## src/rtl/clock_ctrl_pkg.sv

```systemverilog
// Mode encodings shared by the time-setting controller and the display mux.
package clock_ctrl_pkg;

    localparam int MODE_W = 2;

    typedef enum logic [MODE_W-1:0] {
        MODE_RUN      = 2'd0,
        MODE_SET_HOUR = 2'd1,
        MODE_SET_MIN  = 2'd2,
        MODE_BAD      = 2'd3
    } mode_t;

    function automatic logic is_set_mode(input mode_t m);
        return (m == MODE_SET_HOUR) || (m == MODE_SET_MIN);
    endfunction

endpackage

```

## src/rtl/btn_debounce.sv

```systemverilog
// Front-panel button conditioner: 2-flop synchronizer, sample-gated debouncer
// and a one-cycle press pulse on the rising edge of the debounced level.
module btn_debounce #(
    parameter int DEB_CNT = 20
) (
    input  logic clk,
    input  logic clr,
    input  logic samp,
    input  logic btn,
    output logic level,
    output logic press
);

    localparam int CW = $clog2(DEB_CNT + 1);

    logic [1:0]    sync_r;
    logic [CW-1:0] cnt_r;
    logic          level_r;
    logic          level_d_r;

    // Bring the raw pin into the clk domain
    always_ff @(posedge clk or posedge clr) begin
        if (clr) begin
            sync_r <= 2'b00;
        end else begin
            sync_r <= {sync_r[0], btn};
        end
    end

    // Level flips only after DEB_CNT consecutive differing samples
    always_ff @(posedge clk or posedge clr) begin
        if (clr) begin
            cnt_r   <= '0;
            level_r <= 1'b0;
        end else if (samp) begin
            if (sync_r[1] != level_r) begin
                if (cnt_r == CW'(DEB_CNT - 1)) begin
                    cnt_r   <= '0;
                    level_r <= ~level_r;
                end else begin
                    cnt_r <= cnt_r + CW'(1);
                end
            end else begin
                cnt_r <= '0;
            end
        end
    end

    // Delayed level for edge detection
    always_ff @(posedge clk or posedge clr) begin
        if (clr) begin
            level_d_r <= 1'b0;
        end else begin
            level_d_r <= level_r;
        end
    end

    assign level = level_r;
    assign press = level_r & ~level_d_r;

endmodule

```

## src/rtl/clock_set_ctrl.sv

```systemverilog
// Time-setting UI controller: RUN / SET_HOUR / SET_MIN mode machine with
// auto-repeat, idle timeout and field blink, driving one-cycle set strobes.
module clock_set_ctrl
    import clock_ctrl_pkg::*;
#(
    parameter int DEB_CNT    = 20,
    parameter int REP_DELAY  = 500,
    parameter int REP_RATE   = 100,
    parameter int IDLE_TO    = 10000,
    parameter int BLINK_HALF = 250
) (
    input  logic              clk,
    input  logic              clr,
    input  logic              samp,
    input  logic              btn_mode,
    input  logic              btn_inc,
    input  logic              btn_zero,
    output logic              run_en,
    output logic              set_en,
    output logic              set_mp,
    output logic              set_hp,
    output logic              set_clr,
    output logic [MODE_W-1:0] mode,
    output logic              blink_h,
    output logic              blink_m
);

    localparam int RCW = $clog2(REP_DELAY + 1);
    localparam int ICW = $clog2(IDLE_TO + 1);
    localparam int BCW = $clog2(BLINK_HALF + 1);

    mode_t          state_r, state_s;
    logic           mode_press_s, inc_press_s, zero_press_s, inc_lvl_s;
    logic           mode_lvl_unused, zero_lvl_unused;
    logic           in_set_s, mode_chg_s, zero_evt_s, inc_evt_s;
    logic           rep_pulse_s, activity_s, idle_hit_s;
    logic [RCW-1:0] rep_cnt_r;
    logic [ICW-1:0] idle_cnt_r;
    logic [BCW-1:0] blink_cnt_r, blink_cnt_s;
    logic           phase_r, phase_s;
    logic           run_en_s, set_mp_s, set_hp_s, set_clr_s, blink_h_s, blink_m_s;
    logic           run_en_r, set_en_r, set_mp_r, set_hp_r, set_clr_r, blink_h_r, blink_m_r;

    btn_debounce #(.DEB_CNT(DEB_CNT)) u_deb_mode (
        .clk(clk), .clr(clr), .samp(samp), .btn(btn_mode),
        .level(mode_lvl_unused), .press(mode_press_s)
    );
    btn_debounce #(.DEB_CNT(DEB_CNT)) u_deb_inc (
        .clk(clk), .clr(clr), .samp(samp), .btn(btn_inc),
        .level(inc_lvl_s), .press(inc_press_s)
    );
    btn_debounce #(.DEB_CNT(DEB_CNT)) u_deb_zero (
        .clk(clk), .clr(clr), .samp(samp), .btn(btn_zero),
        .level(zero_lvl_unused), .press(zero_press_s)
    );

    // Priority: mode press drops zero/inc, zero press drops inc/repeat
    assign in_set_s    = is_set_mode(state_r);
    assign rep_pulse_s = samp & in_set_s & inc_lvl_s & (rep_cnt_r == RCW'(REP_DELAY - 1));
    assign zero_evt_s  = in_set_s & zero_press_s & ~mode_press_s;
    assign inc_evt_s   = in_set_s & (inc_press_s | rep_pulse_s) & ~mode_press_s & ~zero_press_s;
    assign activity_s  = mode_press_s | inc_press_s | zero_press_s | rep_pulse_s;
    assign idle_hit_s  = samp & in_set_s & ~activity_s & (idle_cnt_r == ICW'(IDLE_TO - 1));
    assign mode_chg_s  = (state_s != state_r);

    // Mode state register
    always_ff @(posedge clk or posedge clr) begin
        if (clr) begin
            state_r <= MODE_RUN;
        end else begin
            state_r <= state_s;
        end
    end

    // Mode next-state: mode press steps, idle timeout falls back to RUN
    always_comb begin
        state_s = state_r;
        case (state_r)
            MODE_RUN:      state_s = mode_press_s ? MODE_SET_HOUR : MODE_RUN;
            MODE_SET_HOUR: state_s = mode_press_s ? MODE_SET_MIN :
                                     (idle_hit_s ? MODE_RUN : MODE_SET_HOUR);
            MODE_SET_MIN:  state_s = (mode_press_s | idle_hit_s) ? MODE_RUN : MODE_SET_MIN;
            default:       state_s = MODE_RUN;
        endcase
    end

    // Blink phase restarts visible on every mode change
    always_comb begin
        phase_s     = phase_r;
        blink_cnt_s = blink_cnt_r;
        if (mode_chg_s || !in_set_s) begin
            phase_s     = 1'b0;
            blink_cnt_s = '0;
        end else if (samp) begin
            if (blink_cnt_r == BCW'(BLINK_HALF - 1)) begin
                blink_cnt_s = '0;
                phase_s     = ~phase_r;
            end else begin
                blink_cnt_s = blink_cnt_r + BCW'(1);
            end
        end else begin
            phase_s     = phase_r;
            blink_cnt_s = blink_cnt_r;
        end
    end

    // Output decode from the next state so mode, run_en and blink move together
    always_comb begin
        run_en_s  = (state_s == MODE_RUN);
        set_hp_s  = inc_evt_s & (state_r == MODE_SET_HOUR);
        set_mp_s  = inc_evt_s & (state_r == MODE_SET_MIN);
        set_clr_s = zero_evt_s;
        blink_h_s = (state_s == MODE_SET_HOUR) & phase_s;
        blink_m_s = (state_s == MODE_SET_MIN) & phase_s;
    end

    // Repeat, idle and blink counters; repeat re-arms REP_RATE below the pulse point
    always_ff @(posedge clk or posedge clr) begin
        if (clr) begin
            rep_cnt_r   <= '0;
            idle_cnt_r  <= '0;
            blink_cnt_r <= '0;
            phase_r     <= 1'b0;
        end else begin
            if (!in_set_s || !inc_lvl_s || mode_chg_s || zero_evt_s) begin
                rep_cnt_r <= '0;
            end else if (samp) begin
                rep_cnt_r <= rep_pulse_s ? RCW'(REP_DELAY - REP_RATE) : rep_cnt_r + RCW'(1);
            end
            if (!in_set_s || activity_s || mode_chg_s) begin
                idle_cnt_r <= '0;
            end else if (samp) begin
                idle_cnt_r <= idle_cnt_r + ICW'(1);
            end
            blink_cnt_r <= blink_cnt_s;
            phase_r     <= phase_s;
        end
    end

    // Output registers
    always_ff @(posedge clk or posedge clr) begin
        if (clr) begin
            run_en_r  <= 1'b0;
            set_en_r  <= 1'b0;
            set_mp_r  <= 1'b0;
            set_hp_r  <= 1'b0;
            set_clr_r <= 1'b0;
            blink_h_r <= 1'b0;
            blink_m_r <= 1'b0;
        end else begin
            run_en_r  <= run_en_s;
            set_en_r  <= set_mp_s | set_hp_s;
            set_mp_r  <= set_mp_s;
            set_hp_r  <= set_hp_s;
            set_clr_r <= set_clr_s;
            blink_h_r <= blink_h_s;
            blink_m_r <= blink_m_s;
        end
    end

    assign run_en  = run_en_r;
    assign set_en  = set_en_r;
    assign set_mp  = set_mp_r;
    assign set_hp  = set_hp_r;
    assign set_clr = set_clr_r;
    assign mode    = state_r;
    assign blink_h = blink_h_r;
    assign blink_m = blink_m_r;

endmodule
```

## config.mk

```make
export PLATFORM = sky130hd
export DESIGN_NAME = clock_set_ctrl
export DESIGN_NICKNAME = d
export VERILOG_FILES = /design/src/rtl/clock_ctrl_pkg.sv /design/src/rtl/btn_debounce.sv /design/src/rtl/clock_set_ctrl.sv
export SDC_FILE = /design/constraint.sdc
export NUM_CORES = 1
export LEC_CHECK = 0
export ABC_AREA = 0
export BUFFER_PORTS_ARGS = -buffer_cell sky130_fd_sc_hd__buf_4
export CAP_MARGIN = 15
export CORE_UTILIZATION = 30
export DETAILED_ROUTE_END_ITERATION = 10
export PLACE_DENSITY = 0.47
export RECOVER_POWER = 100
export SLEW_MARGIN = 20
export SYNTH_ARGS = -nofsm -noshare
export SYNTH_HDL_FRONTEND = slang
export SYNTH_SLANG_ARGS = --single-unit
```

## constraint.sdc

```tcl
create_clock -name clk -period 5.1 [get_ports clk]
set_clock_uncertainty 0.15 [all_clocks]
set_input_delay 1.02 -clock clk [delete_from_list [all_inputs] [get_ports clk]]
set_output_delay 1.02 -clock clk [all_outputs]
set_load 0.005 [all_outputs]
```

==> metrics.md <==
| Metric | Value |
|---|---|
| Clock Latency Late Sink | 0.33 ns |
| # diodes | 0 |
| WL final | 6450 um |
| Critical path required time | 5.17 ns |
| Tmin final | 3.75 ns |
| Register area share after synthesis | 49.5% |
| Residual DRC | 0 |
| Pwr Density | 368 mW/mm^2 |
| Arr. time, crit path | 3.82 ns |
| Starting Density | 31.3% |
| CP Class | flip-flop to flip-flop |
| Commonest non-fill, non-tap cell in the layout | dfrtp_1 |
| CTS Buffer Depth | 2 |
| Ys Warns | 0 |
| Core area | 0.0110 sq mm |
| Async S/R FF share, synth | 100% |
| # clock sinks | 68 |
| Die width | 109 um |
| Non-filler cells, final | 493 |
| Detailed Routing Iterations Pass 1 | 4 |
| Post-CTS resize count | 0 |
| Vias in the first global route | 2392 |
| Gr ovfl total | 0 |
| Post-CTS setup buffers | 0 |
| # fillers | 1091 |
| Layout overhead on the synthesized area | 14.9% |
| Worst vdd ir | 0.164 mV |
| Hold Buf Count CTS | 0 |
| Final Cycle Share | 73.6% |
| Die Span Y | 109 um |
| Vias post-DR | 2335 |
| Final hold violation count | 0 |
| Initial antenna violation count | 0 |
| Initial drt markers | 126 |
| Post-synth design cell area | 0.00344 sq mm |
| Setup crit start kind | flip-flop |
| Fin. max-slew vios | 0 |
| TNS Setup | 0 ns |
| Status | complete, no violations |
| Routed WL per cell | 13.1 um |
| P_leak | 1.73 nW |
| EDFF count, synth | 0 |
| GR Util All Layers | 12.5% |
| Least-Margin Pin Slew | 1.30 ns |
| Synth Register Bits | 68 |
| Final hold slack | 0.198 ns |
| Final WS setup | 1.35 ns |
| Die Area | 0.0119 sq mm |
| RSZ-0062 raised after global routing | no |
| CP endpoint kind | flip-flop |
| Pre-CTS setup slack | 1.74 ns |
| CTS tree | yes |
| Slew headroom | 13.0% |
| IO buf count | 14 |
| Unique masters post-synth | 54 |
| Placer Congestion | 0.726 |
| Syn_area_per_cell | 10.3 sq um |
| Syn_nets | 350 |
| First-pass GRT wire length | 11500 um |
| Post-Place Cells | 477 |
| CTS H-tree lvls | 3 |
| ANT nets after route | 0 |
| Std-Cell Rows | 38 |
| Clock-pin slew on the worst setup and hold paths | 0.06 ns |
| Hpwl dp | 4290 um |
| # setup viols final | 0 |
| Fmax achieved | 0.266 GHz |
| Final #Nets | 365 |
| I/O pin count | 15 |
| Largest net degree at the start of global routing | 46 |
| Hold Path Class | flip-flop to flip-flop |
| Cells after Synth | 333 |
| Crit-path max FO | 19 |
| Root Driver | clkbuf_16 |
| Top_reg_cell synth | dfrtp_1 |
| Vias per cell | 4.74 |
| Most frequent cells in the layout | dfrtp_1 (68), nor2_1 (43), nand2_1 (32) |
| TritonCTS buffer count | 9 |
| Max Cap Violations | 0 |
| Share of post-route cells with drive strength above 1 | 13.0% |
==> Yosys cell counts (3+ instances only) <==
cell type	instances	area (sq um)
a21o_1	3	22.5
a21oi_1	5	25.0
and2_1	3	18.8
and3_1	5	31.3
clkbuf_1	5	18.8
dfrtp_1	68	1700
ha_1	11	138
inv_1	11	41.3
mux2_2	4	45.0
mux2i_1	3	30.0
nand2_1	32	120
nand2b_1	3	18.8
nand3_1	15	75.1
nand4_1	17	106
nor2_1	43	161
nor2_2	7	43.8
nor2b_1	4	25.0
nor3_1	5	25.0
nor3b_1	5	37.5
nor4b_1	5	43.8
o21ai_0	7	35.0
o22ai_1	4	25.0
xnor2_1	16	140
xor2_1	19	166
==> flip-flops by register name, indices dropped and copies added, names as in the netlist, 2 cells and up <==
signal,cells
u_deb_mode.sync_r,2
mode,2
blink_cnt_r,8
u_deb_inc.sync_r,2
idle_cnt_r,14
u_deb_zero.sync_r,2
rep_cnt_r,9
u_deb_inc.cnt_r,5
u_deb_mode.cnt_r,5
u_deb_zero.cnt_r,5
==> per-stage QoR <==
stage	util, %	area, sq um	power, W
after floorplan	-	3440	0.000711
after global placement	33.2	3650	0.000737
after detailed placement	33.2	3650	0.000741
after CTS	36.4	4000	0.00148
after global routing	36.0	3950	0.00152
final	36.0	3950	0.00145
==> logic make-up (layout without fill, tap and decap cells) <==
kind of cell	after synthesis	count (layout)	share of synthesized area [%]
xor+xnor	36	36	9.40
mux	7	7	2.18
simple gates	157	157	24.9
flops	68	68	49.5
compound gates	32	32	6.63
fa+ha+maj	11	11	4.01
buf+inv	22	42	3.39
==> per-layer routing <==
| layer | up-vias | share of wire, % | track usage [%] |
|---|---|---|---|
| met2 | 22 | 46 | 19.7 |
| li1 | 1180 | - | - |
| met3 | 10 | 2.3 | 3.41 |
| met4 | 0 | 2.0 | 6.27 |
| met1 | 1123 | 50 | 15.8 |
| met5 | - | 0 | 0 |
==> power breakdown <==
group | leakage [nW] | internal (W) | switching (W)
registers | 0.922 | 0.000575 | 0.0000348
logic | 0.636 | 0.0000479 | 0.0000675
clock network | 0.169 | 0.000491 | 0.000237
total | 1.73 | 0.00111 | 0.000340
==> path summary, 6_finish.rpt <==
check / cells after the start / endpoint / start / slack [ns]
max: 8 / blink_h / mode[0] / 1.35
min: 0 / u_deb_inc.sync_r[1] / u_deb_inc.sync_r[0] / 0.20
max reg2reg: 8 / blink_h / mode[0] / 1.35
min reg2reg: 0 / u_deb_inc.sync_r[1] / u_deb_inc.sync_r[0] / 0.20
max in group asynchronous: 3 / rep_cnt_r[8] / clr / 2.75
min in group asynchronous: 2 / idle_cnt_r[10] / clr / 0.92
==> cell type report <==
type / count / area (sq um) / area share, %
Tap cell: 140 / 175 / 4.44
Sequential cell: 68 / 1700 / 43.1
Inverter: 11 / 41.3 / 1.05
Clock inverter: 6 / 111 / 2.82
Timing Repair Buffer: 15 / 101 / 2.57
Clock buffer: 10 / 239 / 6.05
Multi-Input combinational cell: 243 / 1580 / 40.0
==> critical path: stages (launching register included) <==
cell	delay [ns]
dfrtp_1	0.50
inv_1	0.11
ha_1	0.51
and4bb_1	0.32
a41oi_1	0.40
and3_1	0.38
or3_1	0.20
nand3_1	0.65
nor3_1	0.41
No activity file was read; power rests on OpenSTA's default activity.
